**config.mk**
```make
export PLATFORM = sky130hd
export DESIGN_NAME = mul_arbiter
export DESIGN_NICKNAME = d
export VERILOG_FILES = /design/src/rtl/mul_arbiter.sv
export SDC_FILE = /design/constraint.sdc
export NUM_CORES = 1
export LEC_CHECK = 0
export ABC_AREA = 1
export ABC_CLOCK_PERIOD_IN_PS = 2800
export BUFFER_PORTS_ARGS = -buffer_cell sky130_fd_sc_hd__buf_2
export CORE_ASPECT_RATIO = 1.4
export CORE_MARGIN = 2
export CORE_UTILIZATION = 47
export CTS_BUF_LIST = sky130_fd_sc_hd__clkbuf_8
export DETAILED_ROUTE_END_ITERATION = 8
export PLACE_DENSITY = 0.86
export SLEW_MARGIN = 40
export SYNTH_ARGS = -nofsm -noshare
export SYNTH_HDL_FRONTEND = slang
export SYNTH_SLANG_ARGS = --single-unit
```
**constraint.sdc**
```tcl
create_clock -name Clk -period 2.8 [get_ports Clk]
set_clock_uncertainty 0.15 [all_clocks]
set_input_delay 0.28 -clock Clk [delete_from_list [all_inputs] [get_ports Clk]]
set_output_delay 0.28 -clock Clk [all_outputs]
set_load 0.005 [all_outputs]
```
**src/rtl/mul_arbiter.sv**
```systemverilog
// mul_arbiter: round-robin arbiter/sequencer sharing one St/Done/Idle multiplier among N_REQ requesters.
// Optional watchdog abort of a stalled multiply is enabled by defining MUL_ARB_TIMEOUT_EN.
module mul_arbiter #(
    parameter int unsigned N_REQ   = 2,
    parameter int unsigned W       = 16,
    parameter int unsigned TIMEOUT = 64
) (
    input  logic               Clk,
    input  logic               Rst,
    input  logic [N_REQ-1:0]   Req,
    input  logic [N_REQ*W-1:0] OpA,
    input  logic [N_REQ*W-1:0] OpB,
    output logic [N_REQ-1:0]   Gnt,
    output logic [N_REQ-1:0]   Ack,
    output logic [2*W-1:0]     Result,
    output logic               Err,
    output logic               Busy,
    output logic               Mul_St,
    output logic [W-1:0]       Mul_A,
    output logic [W-1:0]       Mul_B,
    input  logic               Mul_Done,
    input  logic               Mul_Idle,
    input  logic [2*W-1:0]     Mul_Produto
);

    localparam int unsigned IW = $clog2(N_REQ);

    typedef enum logic [2:0] {
        S_IDLE,
        S_START,
        S_WAIT,
        S_RESP,
        S_CLEAR
    } state_t;

    state_t             state_q, state_d;
    logic [IW-1:0]      ptr_q, ptr_d;
    logic [IW-1:0]      win_q, win_d;
    logic [N_REQ-1:0]   gnt_q, gnt_d;
    logic [W-1:0]       a_q, a_d;
    logic [W-1:0]       b_q, b_d;
    logic [2*W-1:0]     res_q, res_d;

    logic [IW-1:0]      pick;
    logic [IW-1:0]      cand;
    logic               found;
    logic [W-1:0]       sel_a;
    logic [W-1:0]       sel_b;

`ifdef MUL_ARB_TIMEOUT_EN
    localparam int unsigned CW = $clog2(TIMEOUT + 1);
    logic [CW-1:0]      cnt_q, cnt_d;
    logic               err_q, err_d;
`endif

    // Search starts one past the last winner and wraps, giving round-robin fairness.
    always_comb begin
        pick  = '0;
        cand  = '0;
        found = 1'b0;
        for (int unsigned k = 1; k <= N_REQ; k++) begin
            cand = IW'((32'(ptr_q) + k) % N_REQ);
            if (!found && Req[cand]) begin
                found = 1'b1;
                pick  = cand;
            end
        end
    end

    always_comb begin
        sel_a = '0;
        sel_b = '0;
        for (int unsigned i = 0; i < N_REQ; i++) begin
            if (pick == IW'(i)) begin
                sel_a = OpA[i*W +: W];
                sel_b = OpB[i*W +: W];
            end
        end
    end

    always_comb begin
        state_d = state_q;
        ptr_d   = ptr_q;
        win_d   = win_q;
        gnt_d   = gnt_q;
        a_d     = a_q;
        b_d     = b_q;
        res_d   = res_q;
`ifdef MUL_ARB_TIMEOUT_EN
        cnt_d   = cnt_q;
        err_d   = err_q;
`endif
        unique case (state_q)
            S_IDLE: begin
                if (found && Mul_Idle) begin
                    win_d   = pick;
                    gnt_d   = N_REQ'(1) << pick;
                    a_d     = sel_a;
                    b_d     = sel_b;
                    state_d = S_START;
                end
            end
            S_START: begin
`ifdef MUL_ARB_TIMEOUT_EN
                cnt_d   = '0;
`endif
                state_d = S_WAIT;
            end
            S_WAIT: begin
                if (Mul_Done) begin
                    res_d   = Mul_Produto;
`ifdef MUL_ARB_TIMEOUT_EN
                    err_d   = 1'b0;
`endif
                    state_d = S_RESP;
                end
`ifdef MUL_ARB_TIMEOUT_EN
                else if (cnt_q == CW'(TIMEOUT - 1)) begin
                    res_d   = '0;
                    err_d   = 1'b1;
                    state_d = S_RESP;
                end else begin
                    cnt_d   = cnt_q + 1'b1;
                end
`endif
            end
            S_RESP: begin
                ptr_d   = win_q;
                gnt_d   = '0;
                state_d = S_CLEAR;
            end
            // Multipliers may hold Done after a result; only Idle proves they are free again.
            S_CLEAR: begin
                if (Mul_Idle) begin
                    state_d = S_IDLE;
                end
            end
            default: state_d = S_CLEAR;
        endcase
    end

    always_ff @(posedge Clk or posedge Rst) begin
        if (Rst) begin
            state_q <= S_CLEAR;
            ptr_q   <= IW'(N_REQ - 1);
            win_q   <= '0;
            gnt_q   <= '0;
            a_q     <= '0;
            b_q     <= '0;
            res_q   <= '0;
        end else begin
            state_q <= state_d;
            ptr_q   <= ptr_d;
            win_q   <= win_d;
            gnt_q   <= gnt_d;
            a_q     <= a_d;
            b_q     <= b_d;
            res_q   <= res_d;
        end
    end

`ifdef MUL_ARB_TIMEOUT_EN
    always_ff @(posedge Clk or posedge Rst) begin
        if (Rst) begin
            cnt_q <= '0;
            err_q <= 1'b0;
        end else begin
            cnt_q <= cnt_d;
            err_q <= err_d;
        end
    end

    assign Err = err_q;
`else
    assign Err = 1'b0;
`endif

    assign Gnt    = gnt_q;
    assign Ack    = (state_q == S_RESP) ? gnt_q : '0;
    assign Result = res_q;
    assign Busy   = (state_q != S_IDLE);
    assign Mul_St = (state_q == S_START);
    assign Mul_A  = a_q;
    assign Mul_B  = b_q;

endmodule
```
Word level (Yosys, flattened, before mapping) --
Cells that the tools add are included.
Storage, ports and cells: register bits after elaboration 71, bits of input ports 102, logic and storage cells 46
Cells by class: add/subtract/negate cells 2, $lt $le $gt $ge 2, equal/unequal tests 7, shifts and indexed selects 1, mux-type cells 17, reduce and logical (&&, ||, !) cells 10
Operators by type and width (count):
- 16-bit 2-to-1 mux | 2
- 3-bit case mux with 4 select lines | 1
- 3-bit 2-to-1 mux | 3
- 1-bit 2-to-1 mux | 8
- 3-bit by 2-bit == test with 1-bit output (second input constant) | 2
- 2-bit != test (second input constant) | 3
- 2-bit AND reduction | 3
- 1-bit by 2-bit < comparator with 1-bit output (second input constant) | 2
- 2-bit 2-to-1 mux | 2
- 2-bit case mux with 2 select lines | 1
- 3-bit by 1-bit == test with 1-bit output (second input constant) | 1
- 3-bit == test (second input constant) | 1
- 3-bit zero test | 1
- 3-bit AND reduction | 1
- 3-bit nonzero test | 1
- 1-bit adder (second input constant) | 2
- 1-bit logical AND | 2
- 2-bit nonzero test | 1
- 1-bit by 1-bit << shifter with 2-bit output (first input constant) | 1
- 1-bit zero test | 1

Longest topological paths before layout --
depth in word-level cells 10, gate-level depth with buffers 8, depth with buffers taken out 7

Worst setup path after synthesis --
No wires, ideal clock.
path kind reg-to-reg, start register ptr_q, end register a_q[0] (netlist: Mul_A[0]), arrival 1155 ps, slack 1378 ps, stages on the path, launching flop included 9, path buffers 1, period minus slack after synthesis 1422 ps, cells stage by stage dfstp_2 -> nand2_1 -> nand2_1 -> inv_2 -> buf_2 -> nand2_1 -> nand2_1 -> nand2_1 -> nand2_1
On the way: cells in the longest elaborated chain, start to end 9, elaborated cells on any way between the ends 15
RTL lines:
- start: declaration | RTL line 37 | logic [IW-1:0] ptr_q, ptr_d;
- start signal: assignment | RTL line 145 | ptr_q <= IW'(N_REQ - 1);
- start signal: assignment | RTL line 153 | ptr_q <= ptr_d;
- 1-bit adder | RTL line 62 | cand = IW'((32'(ptr_q) + k) % N_REQ);
- 1-bit 2-to-1 mux (implied by the code) (2 in a row) | RTL line 63 | if (!found && Req[cand]) begin
- 1-bit 2-to-1 mux | RTL line 63
- 1-bit zero test | RTL line 63
- 1-bit logical AND | RTL line 63
- 1-bit 2-to-1 mux | RTL line 63
- 1-bit logical AND | RTL line 95 | if (found && Mul_Idle) begin
- 2-bit AND reduction (no source line)
- end signal: assignment | RTL line 148 | a_q <= '0;
- end signal: assignment | RTL line 156 | a_q <= a_d;
- end: declaration | RTL line 40 | logic [W-1:0] a_q, a_d;
Parallel ways exist; a longest one is shown, timed or not. The select of a mux whose other input is x is not followed. A chain may end at the register's enable or synchronous reset.

Final worst setup path --
start register ptr_q, end register a_q[11] (netlist: Mul_A[11])
Same word-level chain as after synthesis.

==> flow_metrics.py <==
metrics = {
    "status": {
        "status": "completed",
    },
    "logic_synthesis": {
        "ys_seq_elements": 71,
        "syn_area_per_cell_um2": 7.70,
        "synth_nets": 533,
        "yosys_warnings": 0,
        "synth-seq-area-share": 0.536,
        "synth_cells": 431,
        "synth_cell_types": 23,
        "synth_area_um2": 3320,
    },
    "detailed_routing": {
        "dr.pass1.iters": 4,
        "ant_nets": 0,
        "wl_per_cell_um": 11.2,
        "via_count": 3173,
        "wl_mm": 7.77,
        "drtIter0Drc": 87,
        "routed_via_density": 4.56,
        "drcViolationCount": 0,
    },
    "power_and_ir_drop": {
        "peakVddDrop_mv": 0.561,
        "power.density_nw_per_um2": 913,
        "power_leakage_uw": 0.00273,
    },
    "timing": {
        "hold_violations": 0,
        "tns_ps": 0,
        "finalSetupViolCount": 0,
        "period_share": 0.748,
        "min_period_ps": 2090,
        "fin_ws_ps": 705,
        "drv_slew": 0,
        "max_freq_mhz": 477,
        "tightestPinTransition_ps": 709,
        "rsz0062_at_grt": "false",
        "timing.hold.ws_ps": 35.0,
        "max_slew_margin": 0.527,
    },
    "floorplanning": {
        "initial_core_util": 0.481,
        "design.die.area_um2": 7760,
        "design.core.area_um2": 6890,
        "pin_count": 173,
        "die_h_um": 103,
        "die_w_um": 75,
        "rows": 36,
    },
    "layout": {
        "final_core_util": 0.638,
        "drive_above_1_share": 0.339,
        "seqCellArea_um2": 1780,
        "area_growth_pct": 32.5,
        "fillerInstances": 620,
        "multi_input_area_um2": 1230,
        "nets": 698,
        "antenna_cells": 0,
    },
    "worst_hold_path": {
        "hold_path_depth": 3,
        "hp-class": "in -> reg",
        "holdPathEnd": "Result[26]$_DFFE_PP0P_",
        "hold_start": "Mul_Produto[26]",
    },
    "critical_path": {
        "worstPathRequired_ps": 2870,
        "max_stage_delay_ps": 560,
        "cp_top_family": "simple AND/OR/NAND/NOR gates",
        "r2r_end": "Mul_A[11]$_DFFE_PP0P_",
        "critPathBufInv": 1,
        "crit_chain": "nand2_1 > nand2_1 > inv_2 > nand2_1 > nand2_1 > nand2_1 > nand2_1",
        "reg2reg_depth": 7,
        "crit_path_end_kind": "flip-flop",
        "r2r_slack_ps": 710,
        "crit_top_cell": "nand2_1",
        "cp_max_fo": 33,
        "cpMaxStageDelayCell": "dfstp_2",
        "crit_path_start_kind": "flip-flop",
        "r2r_start": "ptr_q$_DFFE_PP1P_",
        "critical_path_class": "reg -> reg",
        "critPathArrivalTime_ps": 2170,
    },
    "placement": {
        "gp_congestion": 0.742,
        "place_hpwl_mm": 5.78,
        "io_buffers": 171,
        "place_worst_setup_slack_ps": 677,
    },
    "clocking": {
        "postCtsSetupRepairBufs": 0,
        "root_buffer": "clkbuf_8",
        "htree_levels": 3,
        "clock_sinks": 71,
        "ctsLongestPathBuffers": 2,
        "clk_pin_slew_worst_paths_ps": 70,
        "cts_made_buffers": 9,
        "tritoncts": "built",
        "clock_latency_ps": 330,
    },
    "grt": {
        "grt_pass1_vias": 2948,
        "grt_antenna_before_repair": 0,
        "grt_pass1_wl_mm": 12.3,
        "grt.total_usage": 0.206,
        "gr-total-overflow": 0,
        "grt_max_degree": 65,
    },
    "run": {
        "drv_cap": 0,
    },
}
==> worst min-delay path: stages <==
cell	delay (ps)
buf_2	100
inv_1	40
o21ai_1	60
==> sequential cells by signal (all words and copies together), names as in the netlist <==
name and cells:
Gnt 2, Mul_A 16, Mul_B 16, Result 32, ptr_q 1, state_q 3
win_q 1
==> how the worst max path moves through the flow <==
stage / from / endpoint / slack, ps / cells past startpoint
after floorplan: Rst / Gnt[0]$_DFFE_PP0P_ / 580 / 1
after global placement: ptr_q$_DFFE_PP1P_ / Mul_A[11]$_DFFE_PP0P_ / 820 / 7
after detailed placement: ptr_q$_DFFE_PP1P_ / Mul_A[14]$_DFFE_PP0P_ / 680 / 7
after CTS: ptr_q$_DFFE_PP1P_ / Mul_A[6]$_DFFE_PP0P_ / 670 / 7
after global routing: ptr_q$_DFFE_PP1P_ / Mul_B[4]$_DFFE_PP0P_ / 520 / 7
final: ptr_q$_DFFE_PP1P_ / Mul_A[11]$_DFFE_PP0P_ / 710 / 7
==> cells in the mapped netlist (all sizes together) <==
cell | n | area [um^2]
a21oi | 1 | 5.00
buf | 16 | 120
clkbuf | 4 | 15.0
conb | 1 | 3.75
dfrtp | 69 | 1730
dfstp | 2 | 52.6
inv | 45 | 169
nand2 | 236 | 908
nand3 | 7 | 52.6
nand3b | 1 | 7.51
nand4 | 1 | 6.26
nor2 | 10 | 60.1
nor3 | 2 | 10.0
o21ai | 36 | 180
==> cell families (layout without fill, tap and decap cells) <==
logic type | after synthesis | after routing | synth area share
other cells | 1 | 1 | 0.00113
compound gates | 37 | 37 | 0.0558
buf+inv | 65 | 235 | 0.0917
simple gates | 257 | 257 | 0.315
flops | 71 | 71 | 0.536
==> cells in the final DEF, fill, tap and decap left out, drive strengths merged <==
cell type,netlist,routed
a21oi,1,1
buf,16,173
bufinv,0,1
clkbuf,4,10
clkinv,0,5
conb,1,1
dfrtp,69,69
dfstp,2,2
dlygate4sd3,0,1
inv,45,45
nand2,236,236
nand3,7,7
nand3b,1,1
nand4,1,1
nor2,10,10
nor3,2,2
o21ai,36,36
==> layer usage <==
metal,global-route usage,wire (um),vias up
met5,0,0,-
met4,0.102,140,0
met3,0.0543,628,11
met2,0.357,3850,133
met1,0.231,3150,1414
li1,-,-,1615
==> power breakdown <==
part	switching (uW)	internal [uW]	total, uW
logic	811	644	1450
registers	267	1490	1760
clock network	367	433	800
total	1440	2570	4010
==> layout make-up <==
class | count | area share
Inverter | 45 | 0.0387
Clock inverter | 6 | 0.0140
Sequential cell | 71 | 0.405
Tap cell | 95 | 0.0271
Timing Repair Buffer | 174 | 0.203
Multi-Input combinational cell | 295 | 0.281
Clock buffer | 10 | 0.0313
==> through the flow <==
step	cells	power (uW)	area [um^2]
global route	696	4370	4390
floorplan	431	2610	3320
global placement	679	3170	4180
detailed placement	679	3250	4180
finish	696	4010	4390
CTS	696	4070	4390
==> repair_timing <==
action                     in CTS  in global routing
hold endpoints to repair       34                  0
hold buffers                    1                  0
gates resized for setup         0                  0
setup endpoints to repair       0                  0
Power figures use the tool's default switching activity.
